### src/rtl/tc_pkg.sv
// Shared definitions for the tracklet-calculator scaler stages: widths,
// default parameters and a reusable signed clamp.
package tc_pkg;

  localparam int PROD_W    = 34;
  localparam int EXT_W     = PROD_W + 1;
  localparam int SHIFT_DEF = 14;
  localparam int OUT_W_DEF = 14;
  localparam int TAG_W_DEF = 7;
  localparam int CNT_W     = 16;

  // Clamps x to the signed range of an out_w-bit field. The result is still
  // EXT_W wide; callers take the low out_w bits.
  function automatic logic signed [EXT_W-1:0] sat_clamp(
    input logic signed [EXT_W-1:0] x,
    input int unsigned             out_w
  );
    logic signed [EXT_W-1:0] hi;
    logic signed [EXT_W-1:0] lo;
    hi = $signed((EXT_W'(1) << (out_w - 1)) - EXT_W'(1));
    lo = ~hi;
    if (x > hi)      return hi;
    else if (x < lo) return lo;
    else             return x;
  endfunction

endpackage

### src/rtl/tc_mul_16u_18s.sv
// Combinational 16-bit unsigned by 18-bit signed multiply, full 34-bit result.
// Kept bare so the product register downstream folds into the DSP P register.
module tc_mul_16u_18s
  import tc_pkg::*;
(
  input  logic        [15:0]       a,
  input  logic signed [17:0]       b,
  output logic signed [PROD_W-1:0] p
);

  assign p = PROD_W'($signed({1'b0, a})) * PROD_W'(b);

endmodule

### src/rtl/tc_product_scaler.sv
// Three-stage multiply / round-half-up / shift / saturate pipeline with a
// global stall and a saturating count of clamped results.
module tc_product_scaler
  import tc_pkg::*;
#(
  parameter int SHIFT = SHIFT_DEF,
  parameter int OUT_W = OUT_W_DEF,
  parameter int TAG_W = TAG_W_DEF
) (
  input  logic             ap_clk,
  input  logic             ap_rst_n,
  input  logic             s_valid,
  output logic             s_ready,
  input  logic [15:0]      din0,
  input  logic [17:0]      din1,
  input  logic [TAG_W-1:0] s_tag,
  output logic             m_valid,
  input  logic             m_ready,
  output logic [OUT_W-1:0] dout,
  output logic [TAG_W-1:0] m_tag,
  output logic             m_sat,
  output logic [CNT_W-1:0] sat_count,
  input  logic             sat_clr
);

  logic                     en;
  logic                     v1_q, v1_d, v2_q, v2_d, v3_q, v3_d;
  logic        [15:0]       a1_q, a1_d;
  logic signed [17:0]       b1_q, b1_d;
  logic        [TAG_W-1:0]  tag1_q, tag1_d, tag2_q, tag2_d, tag3_q, tag3_d;
  logic signed [PROD_W-1:0] prod_w, prod_q, prod_d;
  logic signed [EXT_W-1:0]  rnd, rs, clamped;
  logic        [OUT_W-1:0]  dout_q, dout_d;
  logic                     sat_q, sat_d;
  logic        [CNT_W-1:0]  cnt_q, cnt_d;

  // The whole pipe freezes only when a result is waiting and not taken.
  assign en      = !(v3_q && !m_ready);
  assign s_ready = en;

  tc_mul_16u_18s u_mul (
    .a (a1_q),
    .b (b1_q),
    .p (prod_w)
  );

  always_comb begin
    rnd     = EXT_W'(prod_q) + (EXT_W'(1) << (SHIFT - 1));
    rs      = rnd >>> SHIFT;
    clamped = sat_clamp(rs, OUT_W);
  end

  always_comb begin
    // NOTE: every _d gets its hold value first so no path leaves it unassigned (no latches).
    v1_d   = v1_q;
    a1_d   = a1_q;
    b1_d   = b1_q;
    tag1_d = tag1_q;
    v2_d   = v2_q;
    prod_d = prod_q;
    tag2_d = tag2_q;
    v3_d   = v3_q;
    dout_d = dout_q;
    sat_d  = sat_q;
    tag3_d = tag3_q;
    if (en) begin
      v1_d   = s_valid;
      a1_d   = din0;
      b1_d   = $signed(din1);
      tag1_d = s_tag;
      v2_d   = v1_q;
      prod_d = prod_w;
      tag2_d = tag1_q;
      v3_d   = v2_q;
      dout_d = OUT_W'(clamped);
      sat_d  = (clamped != rs);
      tag3_d = tag2_q;
    end
  end

  always_comb begin
    cnt_d = cnt_q;
    if (sat_clr) begin
      cnt_d = '0;
    end else if (v3_q && m_ready && sat_q && (cnt_q != {CNT_W{1'b1}})) begin
      cnt_d = cnt_q + CNT_W'(1);
    end
  end

  always_ff @(posedge ap_clk or negedge ap_rst_n) begin
    if (!ap_rst_n) begin
      v1_q   <= 1'b0;
      a1_q   <= '0;
      b1_q   <= '0;
      tag1_q <= '0;
      v2_q   <= 1'b0;
      prod_q <= '0;
      tag2_q <= '0;
      v3_q   <= 1'b0;
      dout_q <= '0;
      sat_q  <= 1'b0;
      tag3_q <= '0;
      cnt_q  <= '0;
    end else begin
      // NOTE: non-blocking so every stage samples the previous stage's old value.
      v1_q   <= v1_d;
      a1_q   <= a1_d;
      b1_q   <= b1_d;
      tag1_q <= tag1_d;
      v2_q   <= v2_d;
      prod_q <= prod_d;
      tag2_q <= tag2_d;
      v3_q   <= v3_d;
      dout_q <= dout_d;
      sat_q  <= sat_d;
      tag3_q <= tag3_d;
      cnt_q  <= cnt_d;
    end
  end

  assign m_valid   = v3_q;
  assign dout      = dout_q;
  assign m_tag     = tag3_q;
  assign m_sat     = sat_q;
  assign sat_count = cnt_q;

endmodule

### config.mk
export PLATFORM = sky130hd
export DESIGN_NAME = tc_product_scaler
export DESIGN_NICKNAME = d
export VERILOG_FILES = /design/src/rtl/tc_pkg.sv /design/src/rtl/tc_mul_16u_18s.sv /design/src/rtl/tc_product_scaler.sv
export SDC_FILE = /design/constraint.sdc
export NUM_CORES = 1
export LEC_CHECK = 0
export CORE_MARGIN = 4
export CORE_UTILIZATION = 50
export CTS_CLUSTER_DIAMETER = 30
export DETAILED_ROUTE_END_ITERATION = 8
export MAX_ROUTING_LAYER = met4
export PLACE_DENSITY = 0.81
export SLEW_MARGIN = 20
export SYNTH_ARGS = -nofsm -noshare
export SYNTH_HDL_FRONTEND = slang
export SYNTH_SLANG_ARGS = --single-unit
export TNS_END_PERCENT = 50
### constraint.sdc
create_clock -name ap_clk -period 6 [get_ports ap_clk]
set_clock_uncertainty 0.2 [all_clocks]
set_input_delay 1.5 -clock ap_clk [delete_from_list [all_inputs] [get_ports ap_clk]]
set_output_delay 1.5 -clock ap_clk [all_outputs]
set_load 0.02 [all_outputs]
==> impl.org <==
** Clocking
- Clock latency on the worst-skew pair, taken at its later pin, is 0.39 ns.
- Clock buffer count from CTS :: 9
- Clock-pin slew was measured on the worst setup and hold paths at ~0.09 ns.
- TritonCTS built the clock tree.
- The tree is rooted in a clkbuf_16.
- Clk sinks :: 110
- H-tree level count :: 3
- Cts hold-fix bufs :: 0
- The clock passes through at most 2 buffers.

** Min path
- The path class of the tightest hold or removal check is reg2reg.

** STA
- Setup repair after global routing could not meet its margin everywhere.
- In the post-route analysis, the smallest setup slack over all paths is -0.1276 ns.
- At the pin with the least slew margin, the transition time is 1.064 ns.
- Final worst path period share :: 1.021
- Setup violations remaining at the end of the flow were counted as 10.
- Final critical-path required period :: 6.128 ns
- Measured against its own limit, the worst slew margin works out to 0.2906.
- The max-slew violation count came to 0.
- Final hold violations :: 0
- Peak clock frequency supported by timing :: 163.2 MHz

** Global route
- Wire length of the first global-routing pass :: 65500 µm
- For met1 alone, demand over resource in global routing was 0.2911.
- Combined global-route utilization of all metal layers :: 0.2494
- GR met2 Demand/Resource :: 0.4272
- The via count of the first global-routing pass is 13480.
- Initial antenna violation count :: 0
- Entering global routing, the biggest net connects between 100 and 150 pins.
- Total gr overflow :: 0
- met2 is the most crowded layer.
- For this run, global-route usage on met3 was measured as 0.03779.

** Yosys
- When the netlist entered floorplanning its net count stood at 2159.
- Of the total synthesized cell area, the portion taken by full adders, half adders and majority gates is 0.4401.
- Synth area leaders :: fa_1, dfrtp_1, nand2_1
- Of the total synthesized cell area, the portion taken by AND, OR, NAND and NOR gates is 0.1909.
- Synthesis instantiated 62 different standard cells from the library.
- The synthesized netlist occupies a cell area of 15480 µm².
- For this run, the number of Yosys warnings is 0.
- Of the total synthesized cell area, the portion taken by XOR and XNOR cells is 0.03111.
- Share of Yosys cell area claimed by the top area cell type :: 0.3698
- Biggest area consumer among synthesized cells :: fa_1
- A synthesized cell averages 8.899 µm².
- Number of flops mapped to enable cells by yosys :: 0
- Synth Area in Compound Gates :: 0.04655
- Dominant register cell in the synthesized netlist :: dfrtp_1
- Ys async rst share :: 1.000
- Main combinational cell family by area after synthesis :: adder cells
- Synth Instances :: roughly 1700
- The portion of synthesized area spent on multiplexers is 0.004929.
- Number of storage elements in the synthesis netlist :: between 100 and 150
- Sequential fraction of the synthesis area :: 0.1778

** Floorplan
- Width of the die :: 184.0 µm
- Standard-cell row count :: 64
- The die covers 33850 µm².
- Floorplan die height :: about 180 µm
- The core region is 30590 µm².
- Starting utilization of the core area :: 0.5062
- I/O pin cnt :: 86

** Routing
- Wirelength, routed :: between 40000 and 50000 µm
- Number of remaining DRC errors :: 0
- Wire per inst :: between 15 and 20 µm
- Drt via density :: 5.326
- For this run, the detailed router's first-pass iteration total came to 6.
- Via total after detailed routing :: 12440
- After the first detailed-routing iteration, the DRC count stood at ~900.
- The count of nets left with antenna violations once routing finished came out at 0.

** Worst setup path
- The worst setup path is of the reg2reg kind.
- For the worst setup path, the data arrival time is ~6.2 ns.
- Of all nets on the critical path, the largest fanout is 5.
- Type of element capturing the critical path :: register
- Required time at the worst-slack endpoint :: 6.11 ns
- Startpoint Class :: register

** Run
- Across the run, the number of max-cap violations was 0.

** Cells and area
- 0 antenna diodes ended up in the layout.
- Number of nets in the layout :: 2353
- Final non-filler cell area :: 18770 µm²
- Leaving out fill and tap cells, the most frequent cells in the layout are nand2_1, inv_1, fa_1, buf_4, and2_1.
- Share of the core filled with cells in the final layout :: 0.6135
- Ratio of cells with drive above 1 in the final layout :: 0.1583
- From synthesis to final layout, the design area changed by 21.20%.
- Commonest non-fill, non-tap cell in the layout :: nand2_1

** Run status
- Violations in the final reports :: setup timing
- Run status :: finished, violations left

** Placed design
- Final Wtd Congestion :: roughly 0.9
- After detailed placement, the total cell area comes to 17590 µm².
- I/O Buffers :: 85
- HPWL Detailed :: 30560 µm
-- area by class of cell --
type | count | area, µm²
fillers | 2402 | 11820
multi-input cells | 1187 | 11530
flip-flops and latches | 110 | 2773
repair buffers | 254 | 2251
inverters | 372 | 1398
well taps | 396 | 495.5
clock buffers | 9 | 225.2
clock inverters | 7 | 96.34
-- registers in the layout, summed over array words and instances (netlist names), 7 cells and up --
| name | flops |
|---|---|
| a1_q | 16 |
| tag1_q | 7 |
| sat_count | 16 |
| dout | 14 |
| b1_q | 18 |
| m_tag | 7 |
| tag2_q | 7 |
| prod_q | 21 |
-- worst max-delay path: stages, from the launching register on --
cell,delay [ns]
dfrtp_2,0.44
buf_12,0.14
buf_6,0.12
nand2_4,0.06
fa_2,0.52
buf_6,0.16
fa_1,0.50
inv_2,0.05
fa_1,0.52
fa_2,0.47
fa_1,0.50
inv_1,0.05
fa_1,0.49
inv_1,0.05
ha_2,0.17
or3_4,0.39
a31oi_4,0.21
o32a_1,0.23
a21o_1,0.14
nand2_2,0.08
or4b_1,0.48
nand3_1,0.09
-- metal layers --
layer	vias to the layer above	part of all wire	routed length (µm)
met1	6307	0.37	14810
met3	130	0.049	1988
met4	0	0.049	1963
met5	-	0	0
met2	428	0.53	21480
li1	5572	-	-
-- final timing paths --
kind / startpoint / to / slack, ns / depth (start not counted)
min: v2_q$_DFFE_PN0N_ / v2_q$_DFFE_PN0N_ / 0.27 / 2
max: b1_q[17]$_DFFE_PN0N_ / prod_q[28]$_DFFE_PN0N_ / -0.13 / 21
min in group asynchronous: ap_rst_n / prod_q[13]$_DFFE_PN0N_ / 1.06 / 1
min reg2reg: v2_q$_DFFE_PN0N_ / v2_q$_DFFE_PN0N_ / 0.27 / 2
max in group asynchronous: ap_rst_n / tag2_q[3]$_DFFE_PN0N_ / 3.40 / 2
max reg2reg: b1_q[17]$_DFFE_PN0N_ / prod_q[28]$_DFFE_PN0N_ / -0.13 / 21
-- synth_stat cells (12+ instances only) --
cell,number
and2_1,118
xnor2_1,30
nand2_1,374
nor2_1,60
dfrtp_1,110
nand3_1,27
and3_1,12
ha_1,87
a21oi_1,36
clkbuf_1,58
o21ai_0,16
inv_1,372
fa_1,286
xor2_1,25
-- cells by family (layout without fill, tap and decap cells) --
group | after synthesis | count (layout)
adders and majority gates | 373 | 373
AOI/OAI and AO/OA | 107 | 107
and+or+nand+nor | 645 | 645
xor gates and xnor gates | 55 | 55
buffers and inverters | 443 | 642
muxes | 7 | 7
DFF | 110 | 110
-- stage by stage --
step / setup slack, ns / hold slack, ns / cells / setup TNS, ns
floorplan: 0.001631 / 0.2300 / 1740 / 0
global route: -0.2709 / 0.2951 / 2335 / -3.159
global placement: -0.2193 / 0.2468 / 2283 / -2.148
CTS: -0.03128 / 0.2737 / 2316 / -0.07222
detailed placement: -0.3740 / 0.2519 / 2283 / -4.815
finish: -0.1276 / 0.2650 / 2335 / -0.6761
-- timing repair --
item / in CTS / in global routing
resized for setup: 65 / 83
cloned: 0 / 0
hold endpoints to repair: 0 / 0
setup buffers: 17 / 20
pin swaps: 42 / 73
setup endpoints to repair: 19 / 19
Power is not shown: default switching activity piles up to over one toggle a cycle in this logic, so the estimate is an artifact.
